==> src/rtl/iigs_mem_pkg.sv <==
`default_nettype none
// ============================================================================
//  Package     : iigs_mem_pkg
//  Description : IIgs shadow region map, shadow register bit indices and the
//                drain FSM state type shared by the shadow write queue.
//  Revision    : 1.0 - initial release
// ============================================================================
package iigs_mem_pkg;

    localparam logic [7:0]  c_BANK_00      = 8'h00;
    localparam logic [7:0]  c_BANK_01      = 8'h01;
    // $E0 and $E1 differ only in bit 0
    localparam logic [6:0]  c_SLOW_BANK_HI = 7'h70;

    localparam logic [15:0] c_TXT1_BASE  = 16'h0400;
    localparam logic [15:0] c_TXT1_LIMIT = 16'h07FF;
    localparam logic [15:0] c_TXT2_BASE  = 16'h0800;
    localparam logic [15:0] c_TXT2_LIMIT = 16'h0BFF;
    localparam logic [15:0] c_HGR1_BASE  = 16'h2000;
    localparam logic [15:0] c_HGR1_LIMIT = 16'h3FFF;
    localparam logic [15:0] c_HGR2_BASE  = 16'h4000;
    localparam logic [15:0] c_HGR2_LIMIT = 16'h5FFF;
    localparam logic [15:0] c_SHR_BASE   = 16'h6000;
    localparam logic [15:0] c_SHR_LIMIT  = 16'h9FFF;

    localparam int unsigned c_SH_TXT1 = 0;
    localparam int unsigned c_SH_HGR1 = 1;
    localparam int unsigned c_SH_HGR2 = 2;
    localparam int unsigned c_SH_SHR  = 3;
    localparam int unsigned c_SH_AUX  = 4;
    localparam int unsigned c_SH_TXT2 = 5;
    localparam int unsigned c_SH_IOLC = 6;

    typedef enum logic [1:0] {
        ST_IDLE      = 2'd0,
        ST_WAIT_SLOT = 2'd1,
        ST_REQ       = 2'd2
    } drain_state_t;

    function automatic logic in_range(input logic [15:0] a,
                                      input logic [15:0] lo,
                                      input logic [15:0] hi);
        return (a >= lo) && (a <= hi);
    endfunction

endpackage
`default_nettype wire

==> src/rtl/shadow_write_queue_if.sv <==
`default_nettype none
// ============================================================================
//  Interface   : shadow_write_queue_if
//  Description : CPU bus side and slow-RAM write port of the shadow queue.
//  Revision    : 1.0 - initial release
// ============================================================================
interface shadow_write_queue_if;
    logic        cpu_strobe;
    logic        cpu_we;
    logic [7:0]  cpu_bank;
    logic [15:0] cpu_addr;
    logic [7:0]  cpu_dout;
    logic        io_n;
    logic        stall;
    logic        slow_req;
    logic        slow_bank;
    logic [15:0] slow_addr;
    logic [7:0]  slow_data;
    logic        slow_ack;

    modport master (
        output cpu_strobe, cpu_we, cpu_bank, cpu_addr, cpu_dout, io_n, slow_ack,
        input  stall, slow_req, slow_bank, slow_addr, slow_data
    );

    modport slave (
        input  cpu_strobe, cpu_we, cpu_bank, cpu_addr, cpu_dout, io_n, slow_ack,
        output stall, slow_req, slow_bank, slow_addr, slow_data
    );
endinterface
`default_nettype wire

==> src/rtl/shadow_match.sv <==
`default_nettype none
// ============================================================================
//  Module      : shadow_match
//  Description : Combinational decode of CPU writes that must be mirrored to
//                $E0/$E1. SHADOW_SHR_EN adds the bank $01 $6000-$9FFF region.
//  Revision    : 1.0 - initial release
// ============================================================================
module shadow_match
    import iigs_mem_pkg::*;
(
    input  logic [7:0]  bank,
    input  logic [15:0] addr,
    input  logic [7:0]  shadow,
    input  logic        io_n,
    output logic        match
);

    logic w_bank00, w_bank01, w_main_ok, w_shr_on;
    logic w_txt1, w_txt2, w_hgr1, w_hgr2, w_shr;
    logic w_unused_bits;

    assign w_bank00  = (bank == c_BANK_00);
    assign w_bank01  = (bank == c_BANK_01);
    // AUX inhibit gates every bank $01 term except the SHR one
    assign w_main_ok = w_bank00 | (w_bank01 & ~shadow[c_SH_AUX]);
    assign w_shr_on  = ~shadow[c_SH_SHR];

    assign w_txt1 = in_range(addr, c_TXT1_BASE, c_TXT1_LIMIT) & ~shadow[c_SH_TXT1] & w_main_ok;
    assign w_txt2 = in_range(addr, c_TXT2_BASE, c_TXT2_LIMIT) & ~shadow[c_SH_TXT2] & w_main_ok;
    assign w_hgr1 = in_range(addr, c_HGR1_BASE, c_HGR1_LIMIT)
                  & ((~shadow[c_SH_HGR1] & w_main_ok) | w_shr_on);
    assign w_hgr2 = in_range(addr, c_HGR2_BASE, c_HGR2_LIMIT)
                  & ((~shadow[c_SH_HGR2] & w_main_ok) | w_shr_on);

`ifdef SHADOW_SHR_EN
    assign w_shr = w_bank01 & in_range(addr, c_SHR_BASE, c_SHR_LIMIT) & w_shr_on;
`else
    assign w_shr = 1'b0;
`endif

    assign match = (w_bank00 | w_bank01) & io_n & (w_txt1 | w_txt2 | w_hgr1 | w_hgr2 | w_shr);

    assign w_unused_bits = &{1'b0, shadow[c_SH_IOLC], shadow[7]};

endmodule
`default_nettype wire

==> src/rtl/shadow_write_queue.sv <==
`default_nettype none
// ============================================================================
//  Module      : shadow_write_queue
//  Description : Posted FIFO copying shadowed bank $00/$01 writes into slow
//                RAM $E0/$E1, drained at most once per slow-bus slot.
//  Revision    : 1.0 - initial release
// ============================================================================
module shadow_write_queue
    import iigs_mem_pkg::*;
#(
    parameter int unsigned DEPTH    = 8,
    parameter int unsigned SLOW_DIV = 14
) (
    input  logic                     clk_sys,
    input  logic                     reset_n,
    input  logic [7:0]               shadow,
    shadow_write_queue_if.slave      bus,
    output logic [$clog2(DEPTH):0]   level
);

    localparam int unsigned c_PW = $clog2(DEPTH);
    localparam int unsigned c_LW = c_PW + 1;
    localparam int unsigned c_SW = $clog2(SLOW_DIV);
    localparam int unsigned c_EW = 1 + 16 + 8;
    localparam logic [c_SW-1:0] c_SLOT_LAST = c_SW'(SLOW_DIV - 1);
    localparam logic [c_LW-1:0] c_FULL      = c_LW'(DEPTH);

    logic [c_EW-1:0] r_mem [DEPTH];
    logic [c_EW-1:0] w_head;
    logic [c_PW-1:0] r_wr_ptr, r_rd_ptr;
    logic [c_LW-1:0] r_level, w_level_nxt;
    logic [c_SW-1:0] r_slot_cnt;
    drain_state_t    r_state, w_state_nxt;
    logic            w_match, w_push, w_pop, w_full_hz, w_order_hz, w_slot_hit, w_load;
    logic            r_slow_bank;
    logic [15:0]     r_slow_addr;
    logic [7:0]      r_slow_data;

    shadow_match u_match (
        .bank   (bus.cpu_bank),
        .addr   (bus.cpu_addr),
        .shadow (shadow),
        .io_n   (bus.io_n),
        .match  (w_match)
    );

    assign w_pop      = (r_state == ST_REQ) & bus.slow_ack;
    assign w_full_hz  = bus.cpu_strobe & bus.cpu_we & w_match & (r_level == c_FULL) & ~w_pop;
    assign w_order_hz = bus.cpu_strobe & (bus.cpu_bank[7:1] == c_SLOW_BANK_HI) & (r_level != '0);
    assign bus.stall  = w_full_hz | w_order_hz;
    assign w_push     = bus.cpu_strobe & bus.cpu_we & w_match & ~bus.stall;
    assign w_slot_hit = (r_slot_cnt == c_SLOT_LAST);
    assign w_head     = r_mem[r_rd_ptr];

    always_comb begin
        w_level_nxt = r_level;
        case ({w_push, w_pop})
            2'b10:   w_level_nxt = r_level + 1'b1;
            2'b01:   w_level_nxt = r_level - 1'b1;
            default: w_level_nxt = r_level;
        endcase
    end

    always_comb begin
        w_state_nxt = r_state;
        case (r_state)
            // going straight to REQ on a slot edge gives the one-cycle best case
            ST_IDLE:      if (r_level != '0) w_state_nxt = w_slot_hit ? ST_REQ : ST_WAIT_SLOT;
            ST_WAIT_SLOT: if (w_slot_hit) w_state_nxt = ST_REQ;
            ST_REQ:       if (bus.slow_ack)
                              w_state_nxt = (w_level_nxt != '0) ? ST_WAIT_SLOT : ST_IDLE;
            default:      w_state_nxt = ST_IDLE;
        endcase
    end

    assign w_load = (w_state_nxt == ST_REQ) && (r_state != ST_REQ);

    always_ff @(posedge clk_sys) begin
        if (w_push) r_mem[r_wr_ptr] <= {bus.cpu_bank[0], bus.cpu_addr, bus.cpu_dout};
    end

    always_ff @(posedge clk_sys or negedge reset_n) begin
        if (!reset_n) begin
            r_state     <= ST_IDLE;
            r_wr_ptr    <= '0;
            r_rd_ptr    <= '0;
            r_level     <= '0;
            r_slot_cnt  <= '0;
            r_slow_bank <= 1'b0;
            r_slow_addr <= '0;
            r_slow_data <= '0;
        end else begin
            r_state    <= w_state_nxt;
            r_level    <= w_level_nxt;
            r_slot_cnt <= w_slot_hit ? '0 : r_slot_cnt + 1'b1;
            if (w_push) r_wr_ptr <= r_wr_ptr + 1'b1;
            if (w_pop)  r_rd_ptr <= r_rd_ptr + 1'b1;
            // slow outputs are latched on entry to REQ and held until the ack
            if (w_load) begin
                r_slow_bank <= w_head[24];
                r_slow_addr <= w_head[23:8];
                r_slow_data <= w_head[7:0];
            end
        end
    end

    assign bus.slow_req  = (r_state == ST_REQ);
    assign bus.slow_bank = r_slow_bank;
    assign bus.slow_addr = r_slow_addr;
    assign bus.slow_data = r_slow_data;
    assign level         = r_level;

endmodule
`default_nettype wire

==> src/flat_wrapper.sv <==
// flat-port wrapper written by rule: the top's interface ports become plain ports
module shadow_write_queue_flat import iigs_mem_pkg::*;
#(
    parameter int unsigned DEPTH    = 8,
    parameter int unsigned SLOW_DIV = 14
)
  (clk_sys, reset_n, shadow, level, bus_cpu_strobe, bus_cpu_we, bus_cpu_bank, bus_cpu_addr, bus_cpu_dout, bus_io_n, bus_slow_ack, bus_stall, bus_slow_req, bus_slow_bank, bus_slow_addr, bus_slow_data);
  shadow_write_queue_if bus_i ();
  input  logic clk_sys;
  input  logic reset_n;
  input  logic [7:0] shadow;
  output logic [$clog2(DEPTH):0] level;
  input wire logic [$bits(bus_i.cpu_strobe)-1:0] bus_cpu_strobe;
  input wire logic [$bits(bus_i.cpu_we)-1:0] bus_cpu_we;
  input wire logic [$bits(bus_i.cpu_bank)-1:0] bus_cpu_bank;
  input wire logic [$bits(bus_i.cpu_addr)-1:0] bus_cpu_addr;
  input wire logic [$bits(bus_i.cpu_dout)-1:0] bus_cpu_dout;
  input wire logic [$bits(bus_i.io_n)-1:0] bus_io_n;
  input wire logic [$bits(bus_i.slow_ack)-1:0] bus_slow_ack;
  output wire logic [$bits(bus_i.stall)-1:0] bus_stall;
  output wire logic [$bits(bus_i.slow_req)-1:0] bus_slow_req;
  output wire logic [$bits(bus_i.slow_bank)-1:0] bus_slow_bank;
  output wire logic [$bits(bus_i.slow_addr)-1:0] bus_slow_addr;
  output wire logic [$bits(bus_i.slow_data)-1:0] bus_slow_data;
  assign bus_i.cpu_strobe = bus_cpu_strobe;
  assign bus_i.cpu_we = bus_cpu_we;
  assign bus_i.cpu_bank = bus_cpu_bank;
  assign bus_i.cpu_addr = bus_cpu_addr;
  assign bus_i.cpu_dout = bus_cpu_dout;
  assign bus_i.io_n = bus_io_n;
  assign bus_i.slow_ack = bus_slow_ack;
  assign bus_stall = bus_i.stall;
  assign bus_slow_req = bus_i.slow_req;
  assign bus_slow_bank = bus_i.slow_bank;
  assign bus_slow_addr = bus_i.slow_addr;
  assign bus_slow_data = bus_i.slow_data;
  shadow_write_queue #(.DEPTH(DEPTH), .SLOW_DIV(SLOW_DIV)) u_core (.clk_sys(clk_sys), .reset_n(reset_n), .shadow(shadow), .bus(bus_i), .level(level));
endmodule
==> config.mk <==
export PLATFORM = sky130hd
export DESIGN_NAME = shadow_write_queue_flat
export DESIGN_NICKNAME = d
export VERILOG_FILES = /design/src/rtl/iigs_mem_pkg.sv /design/src/rtl/shadow_write_queue_if.sv /design/src/rtl/shadow_match.sv /design/src/rtl/shadow_write_queue.sv /design/src/flat_wrapper.sv
export SDC_FILE = /design/constraint.sdc
export NUM_CORES = 1
export LEC_CHECK = 0
export CORE_ASPECT_RATIO = 0.5
export CORE_MARGIN = 2
export CORE_UTILIZATION = 62
export DETAILED_ROUTE_END_ITERATION = 7
export HOLD_SLACK_MARGIN = 0.15
export PLACE_DENSITY = 0.84
export SLEW_MARGIN = 40
export SYNTH_ARGS = -nofsm -noshare
export SYNTH_HDL_FRONTEND = slang
export SYNTH_SLANG_ARGS = --single-unit
==> constraint.sdc <==
create_clock -name clk_sys -period 5.72 [get_ports clk_sys]
set_input_delay 1.144 -clock clk_sys [delete_from_list [all_inputs] [get_ports clk_sys]]
set_output_delay 1.144 -clock clk_sys [all_outputs]
set_load 0.03 [all_outputs]
==> results by stage, run 1 <==
Outcome:
- The run finished with clean final reports.

Clocking:
- The number of clock buffers added by TritonCTS is 20.
- TritonCTS built the clock tree.
- The clock passes through at most 3 buffers.
- The root cell of the clock tree is sky130_fd_sc_hd__clkbuf_16.
- The clock latency of the later-clocked register in the worst-skew pair is roughly 0.51 ns.
- The clock-pin slew reported for the worst setup and hold paths after clock tree synthesis is about 0.07 ns.
- Once the clock tree was built, the setup fixing pass inserted 0 buffers.
- For this design, the sink count on the clock tree is about 240.
- In this run the number of H-tree levels came out at 1.
- The count of hold buffers inserted by post-cts repair is 0.
- The post-CTS resize count is 0.

Timing:
- The number of pins with negative max-slew slack in the final report is 0.
- The portion of the clock cycle consumed by the worst path in the final layout is 0.8593.
- The hold violation total from the final report is 0.
- At the pin with the least slew margin, the transition time is between 0.6 and 0.7 ns.
- Summed over all failing endpoints, the final setup total negative slack is 0 ns.
- The worst hold slack across all endpoints is 0.5250 ns.
- The peak clock frequency supported by timing is 203.4 MHz.
- Setup violations remaining at the end of the flow were counted as 0.
- Measured against its own limit, the worst slew margin works out to 0.5448.
- The clock period minus final worst setup slack is 4.915 ns.
- On the final layout, the worst clock skew is 0.02006 ns.
- Setup repair after global routing left no endpoint under its margin.

GRT:
- In the global route stage, overall resource usage came out at 0.2380.
- The initial antenna violation count is 0.
- The global-route wire length before repair is 28260 um.
- The total grt overflow is 0.
- Entering global routing, the biggest net connects 45 pins.
- The via count of the first global-routing pass is roughly 4900.

Critical path:
- The capturing element type of the critical path is an output port.
- The startpoint of the worst register-to-register path is u_core.level[0].
- In this run the register-to-register setup slack is 2.34 ns.
- The category of the critical setup timing path is in -> out.
- The number of cells on the worst reg-to-reg path is 12.
- Of all nets on the critical path, the largest fanout is 12.
- The worst register-to-register path ends at u_core.r_state[0].
- STA puts the critical path data required time at 4.58 ns.
- STA classifies the critical path startpoint as an input port.
- The arrival time reported for the critical path endpoint is 3.77 ns.

Cells and area:
- Leaving out fill and tap cells, the most frequent cells in the layout are sky130_fd_sc_hd__edfxtp_1 (200), sky130_fd_sc_hd__clkdlybuf4s50_1 (73), sky130_fd_sc_hd__mux4_2 (50).
- Compared with the post-synthesis result, the final layout area differs by 17.91%.
- The filler cell count is 790.
- The area used by sequential logic in the layout is a little over 7000 um^2.
- The area of the multi-input gates is ~2300 um^2.
- Of the cells placed in the final design, the portion with a size suffix greater than 1 is 0.1885.
- The final layout contains around 630 nets.
- The library cell used most frequently in the layout, excluding fill and tap cells, is sky130_fd_sc_hd__edfxtp_1.
- For this run, the share of the core covered by cells in the final layout is 0.7571.
- The final antenna diode count is 0.

Power:
- In this run the power density over the cells is 387.2 nW/um^2.
- The internal power of the cells is 3.144 mW.
- The share of total power dissipated in sequential elements is 0.474.
- The total leakage power is 3.717 nW.
- Of the total power, the share spent switching nets is 0.2664.
- Of the total power, the clock network draws 0.303.
- The peak ir drop on the vdd network is 0.2459 mV.
- The net switching power of the design is 1.142 mW.
- The part of the power in combinational logic is 0.222.

Min path:
- The sink of the worst hold path is u_core.bus.slow_data[1].
- The worst min-delay path category is reg -> reg.
- The worst hold path begins at u_core.bus.slow_data[1].
- The instance count along the most critical hold path is 2.

Floorplanning:
- In this run the standard cell core region covers 14620 um^2.
- The die outline height is approximately 90 um.
- The die covers 16200 um^2.
- The initial utilization of the core area, before any placement, comes to 0.6421.
- 77 I/O pins were placed.
- The initialized floorplan defines 31 standard-cell rows.
- In this run the horizontal extent of the chip is 178.0 um.

Drt:
- After detailed routing, the number of vias per cell comes to 6.099.
- The detailed router put a total of 7951 um of wire on met1.
- Dividing the detail-routed wire length by the instance count gives between 20 and 25 um.
- The detailed-route wire length is roughly 18000 um.
- After detailed routing, the met2 layer carries between 8000 and 9000 um of wire.
- The remaining design rule violation count is 0.
- Summed over all nets, wire length on met3 after detailed routing comes to roughly 1100 um.
- The first routing iteration left 471 violations.
- The final route contains 4800 vias.
- The count of nets left with antenna violations once routing finished came out at 0.
- The uppermost metal layer occupied by signal nets is met4.
- Before antenna repair, the detailed router went through 5 iterations.

Synth:
- For this run, the register share of the synthesized area comes to 0.7489.
- The cell count after synthesis came out at 485.
- The synthesized design contains 200 enable-type register cells.
- The number of distinct library cells after synthesis is 39.
- The most used flip-flop cell after synthesis is sky130_fd_sc_hd__edfxtp_1.
- The total of flip-flops plus latches after synthesis is 241.
- After synthesis, the share of flip-flops with an asynchronous set or reset is 0.1701.
- The area of the mapped netlist is 9389 um^2.
- After synthesis, the mean cell area works out to 19.36 um^2.
- The number of warnings reported in the yosys synthesis log is 0.
- Counting every net in the synthesized netlist gives 537.

Place:
- Summed over all nets, the half-perimeter wirelength after detailed placement is 10200 um.
- Routability-driven placement finished with a final weighted congestion of around 0.75.
- The number of port buffers is 74.

Run:
- The tool flagged a number of max-cap violations equal to 0.
## stage by stage
step / worst slack, ns / area (um^2) / instances / power (mW)
after floorplan: 1.279 / 9389 / 485 / 2.707
after global placement: 0.7032 / 10420 / 749 / 2.970
after detailed placement: 0.8482 / 10460 / 751 / 3.021
after CTS: 0.8274 / 11070 / 787 / 4.320
after global routing: 0.6206 / 11070 / 787 / 4.460
final: 0.8047 / 11070 / 787 / 4.286
## worst max-delay path, cell delays in order
cell and delay [ns]:
sky130_fd_sc_hd__clkdlybuf4s50_1 0.60, sky130_fd_sc_hd__nor3_1 0.31, sky130_fd_sc_hd__o21ai_1 0.28, sky130_fd_sc_hd__a2111oi_4 0.50
sky130_fd_sc_hd__a21oi_1 0.12, sky130_fd_sc_hd__nor2_1 0.12, sky130_fd_sc_hd__clkdlybuf4s50_1 0.69
## metal layers
metal | vias up | GRT usage
met5 | - | 0
met4 | 0 | 0.05874
met3 | 33 | 0.04648
met2 | 161 | 0.3837
met1 | 2505 | 0.3431
li1 | 2101 | -
## registers in the layout (all words and copies together), names as in the netlist
signal                flops
u_core.bus.slow_addr     16
u_core.bus.slow_bank      1
u_core.bus.slow_data      8
u_core.level              4
u_core.r_mem            200
u_core.r_rd_ptr           3
u_core.r_slot_cnt         4
u_core.r_state            2
u_core.r_wr_ptr           3
## power groups by stage
stage | Combinational (mW) | Clock (mW) | Sequential (mW)
finish | 0.952 | 1.30 | 2.03
global route | 1.03 | 1.39 | 2.04
CTS | 0.965 | 1.32 | 2.03
global placement | 0.820 | 0 | 2.15
detailed placement | 0.953 | 0 | 2.07
floorplan | 0.547 | 0 | 2.16
## layout make-up
cell class,count,share of cell area
multi-input combinational,215,0.2051
inverter,8,0.002712
timing repair buffer,89,0.07889
clock inverter,8,0.007346
tap,198,0.02238
clock buffer,28,0.04792
sequential,241,0.6356
## synthesized netlist by cell type (all sizes together), types with 3 or more instances
cell type / number / area, um^2
a21oi: 31 / 155.2
buf: 9 / 43.79
clkbuf: 12 / 45.04
dfrtp: 41 / 1026
edfxtp: 200 / 6006
ha: 5 / 62.56
inv: 8 / 30.03
mux2i: 26 / 260.3
mux4: 50 / 1126
nand2: 16 / 62.56
nand2b: 6 / 37.54
nand3: 3 / 15.01
nor2: 35 / 131.4
nor3: 3 / 15.01
o21ai: 5 / 25.02
xnor2: 7 / 61.31
## worst max-delay path by stage
stage / start / endpoint / slack [ns]
floorplan: bus_cpu_bank[4] / u_core.r_mem[1][0] / 1.28
global placement: bus_cpu_addr[13] / bus_stall / 0.70
detailed placement: bus_cpu_addr[13] / bus_stall / 0.85
CTS: bus_cpu_addr[13] / bus_stall / 0.83
global route: bus_cpu_addr[13] / bus_stall / 0.62
finish: bus_cpu_addr[13] / bus_stall / 0.80
## cells by family (layout without fill, tap and decap cells)
group | Yosys count | in the layout | synth area share
flops | 241 | 241 | 0.7489
buf+inv | 29 | 133 | 0.01266
fa+ha+maj | 6 | 6 | 0.008795
simple gates | 77 | 77 | 0.03865
mux | 78 | 78 | 0.1505
xor+xnor | 9 | 9 | 0.008396
compound gates | 45 | 45 | 0.03212
Note: power is estimated with default switching activity, not from simulation.
==> inputs of run 2 (changes only) <==
- CORE_UTILIZATION: 62 -> 60
- CTS_BUF_LIST: not set -> sky130_fd_sc_hd__clkbuf_4 sky130_fd_sc_hd__clkbuf_8
- PLACE_DENSITY: 0.84 -> 0.82
- SLEW_MARGIN: 40 -> 5
- clock period: 5.72 -> 5 ns (I/O delays scaled with it)
==> results by stage, run 2 (same netlist as run 1, synthesis figures left out) <==
Drt:
- The number of routed nets with antenna violations is 0.
- After the first detailed-routing iteration, the DRC count stood at 419.
- The final layout contains routed wiring with a total length of approximately 18000 um.
- The routed wirelength normalized by instance count is approximately 22 um.
- After detailed routing, the number of remaining DRC violations is 0.
- The via total after detailed routing is 4823.
- The detailed-routing iteration count for the pre-antenna-repair pass is 5.
- Dividing the detail-routed via count by the number of cells gives 5.896.

Power:
- For this design the static power due to leakage is 3.773 nW.
- The power density relative to cell area is roughly 430 nW/um^2.
- IR analysis of the VDD net gives a maximum drop of 0.2362 mV.

Timing:
- The portion of the clock cycle consumed by the worst path in the final layout is 0.9408.
- The hold violation total from the final report is 0.
- The peak clock frequency supported by timing is about 210 MHz.
- Setup slack on the critical path of the routed design comes to 0.2960 ns.
- Clock skew on the completed layout was measured at 0.02385 ns.
- The number of pins with negative max-slew slack in the final report was 0.
- Setup repair after global routing left no endpoint under its margin.
- The max-slew headroom at the worst pin is 0.2935.
- Counting I/O delays and the setup requirement, the final critical path takes 4.704 ns.
- The transition time at the pin with the least slew margin is between 1 and 1.5 ns.
- Adding up every negative setup slack in the final design gives 0 ns.
- Setup violations remaining at the end of the flow were counted as 0.

GRT:
- The via count of the first global-routing pass is 4940.
- Summed over all layers, the global routing overflow is 0.
- The total routing resource utilization after global routing is 0.2223.
- Entering global routing, the biggest net connects 53 pins.
- The first global-routing pass estimated 27710 um of wire.
- The initial antenna violation count is 0.

Cells and area:
- More flip-flops sit in one register than any other, and that register is u_core.r_mem.
- For this run, the share of the core covered by cells in the final layout is 0.7240.
- In the layout the commonest cells are sky130_fd_sc_hd__edfxtp_1 (200), sky130_fd_sc_hd__clkdlybuf4s50_1 (73), sky130_fd_sc_hd__mux4_2 (50).
- The final antenna diode count is 0.
- The number of flip-flops in the largest register is 200.
- The post-layout instance count excluding filler cells is 818.
- After routing the design area is 11100 um^2.
- In the final layout, the share of cells above drive strength 1 is 0.2313.
- The post-layout net count is 643.
- The synthesis-to-finish area growth is 18.24%.
- The most frequent standard cell in the layout excluding fill and tap cells is sky130_fd_sc_hd__edfxtp_1.

Critical path:
- The launch point of the worst path is bus_cpu_addr[10].
- The delay of the slowest cell on the worst path is 0.67 ns.
- The worst setup path is captured at an output port.
- By instance count, the cell type seen most on the critical path is sky130_fd_sc_hd__clkdlybuf4s50_1.
- STA classifies the critical path startpoint as an input port.
- The startpoint of the worst register-to-register path is u_core.level[0].
- The data required time of the critical path is 4.00 ns.
- By startpoint and endpoint, the worst setup path is classified as in -> out.
- The arrival time reported for the critical path endpoint is 3.70 ns.
- The largest individual stage delay along the critical path comes from the cell sky130_fd_sc_hd__clkdlybuf4s50_1.
- The number of buffers and inverters on the critical path is 2.
- Of all nets on the critical path, the largest fanout is 10.
- Walking the worst path, the cells encountered are clkdlybuf4s50_1 -> nor3b_1 -> o21ai_0 -> a2111oi_4 -> a21oi_1 -> nor2_1 -> clkdlybuf4s50_1.
- On the critical path the largest part of the delay comes from buffers and inverters.

Min path:
- The worst min-delay path category is reg -> reg.
- The startpoint identified for the worst hold timing path is u_core.r_slot_cnt[0].

Clocking:
- The TritonCTS clock tree is built.
- At the later pin of the worst-skew pair, clock insertion delay measures about 0.56 ns.
- The number of hold buffers added after CTS was 0.
- The clock-pin slew reported for the worst setup and hold paths after clock tree synthesis is around 0.07 ns.
- The clock passes through at most 3 buffers.
- The CTS buffer count is 31.
- Once the clock tree was built, the resizer swapped 0 gates to a different size.
- Clock tree synthesis selected as its root buffer the cell sky130_fd_sc_hd__clkbuf_8.
- In this run the number of H-tree levels came out at 1.
- The number of setup buffers added after CTS is 0.
- The count of clock tree sinks is roughly 240.

Run:
- Max-cap violations in this run came to 0.

Floorplanning:
- The row count is 32.
- The die covers 16730 um^2.
- The core region is 15330 um^2.
- The number of top-level pins is between 70 and 80.
- The initial core utilization is 0.6123.
- Measured along the x axis, the die boundary spans 180.9 um.
- The die outline height is 92.46 um.

Place:
- Once placement finished, the instance area stood at 10490 um^2.
- The number of port buffers is 74.
- At the end of routability-driven placement, the weighted congestion stood at 0.7459.
- The detailed-placement wirelength estimate is 10330 um.
- The number of instances in the placed design is 762.
- The pre-CTS setup slack is 0.2486 ns.

Outcome:
- The flow ran to the end, and the final reports show no timing, DRC or antenna violations.
## run 2: changes by cell type in the layout (fill, tap and decap cells not counted), sizes merged
cell	before	now
buf	16	21
clkinv	6	5
bufinv	1	0
clkbuf	28	50
## run 2: worst reg2reg max path, cell delays in order (launching register included)
cell and delay, ns:
sky130_fd_sc_hd__dfrtp_1 0.45, sky130_fd_sc_hd__or3_1 0.51, sky130_fd_sc_hd__nor2_1 0.18, sky130_fd_sc_hd__o22ai_1 0.17, sky130_fd_sc_hd__nand2_1 0.16, sky130_fd_sc_hd__ha_1 0.24
sky130_fd_sc_hd__inv_1 0.08, sky130_fd_sc_hd__fa_1 0.49, sky130_fd_sc_hd__nand2b_1 0.07, sky130_fd_sc_hd__and2_1 0.16, sky130_fd_sc_hd__or4_1 0.51, sky130_fd_sc_hd__a21oi_1 0.14
sky130_fd_sc_hd__o31ai_1 0.09
## run 2: routing by layer
layer  wire, um  track usage  share of wire
met1       7595       0.3285           0.43
met5          0            0              0
met3       1120      0.03618          0.063
met4        294      0.06048          0.017
met2       8720       0.3542           0.49
## run 2: per-stage QoR
stage,hold WS [ns],power [mW]
after global routing,0.5534,4.995
after floorplan,0.4758,3.096
final,0.5219,4.782
after global placement,0.4959,3.401
after detailed placement,0.5139,3.424
after CTS,0.5214,4.825
## run 2: where the power goes
group | total (mW) | switching, mW | internal [mW]
Sequential | 2.41 | 0.164 | 2.25
Combinational | 0.958 | 0.439 | 0.519
Clock | 1.41 | 0.678 | 0.733
## run 2: final timing paths
kind,end,slack (ns),cells after the start
worst min register to register,u_core.r_slot_cnt[0],0.52,1
worst max-delay path,bus_stall,0.30,7
max in group asynchronous,u_core.r_rd_ptr[0],3.57,1
min in group asynchronous,u_core.bus.slow_addr[7],0.63,1
worst max register to register,u_core.r_state[0],1.64,12
worst min-delay path,u_core.r_slot_cnt[0],0.52,1
## run 2: final cells by class
cell class,instances,area (um^2)
Clock buffer,50,581.8
Clock inverter,6,28.78
Tap cell,204,255.2
Multi-Input combinational cell,215,2271
Fill cell,915,4233
Inverter,8,30.03
Sequential cell,241,7037
Timing Repair Buffer,94,898.4
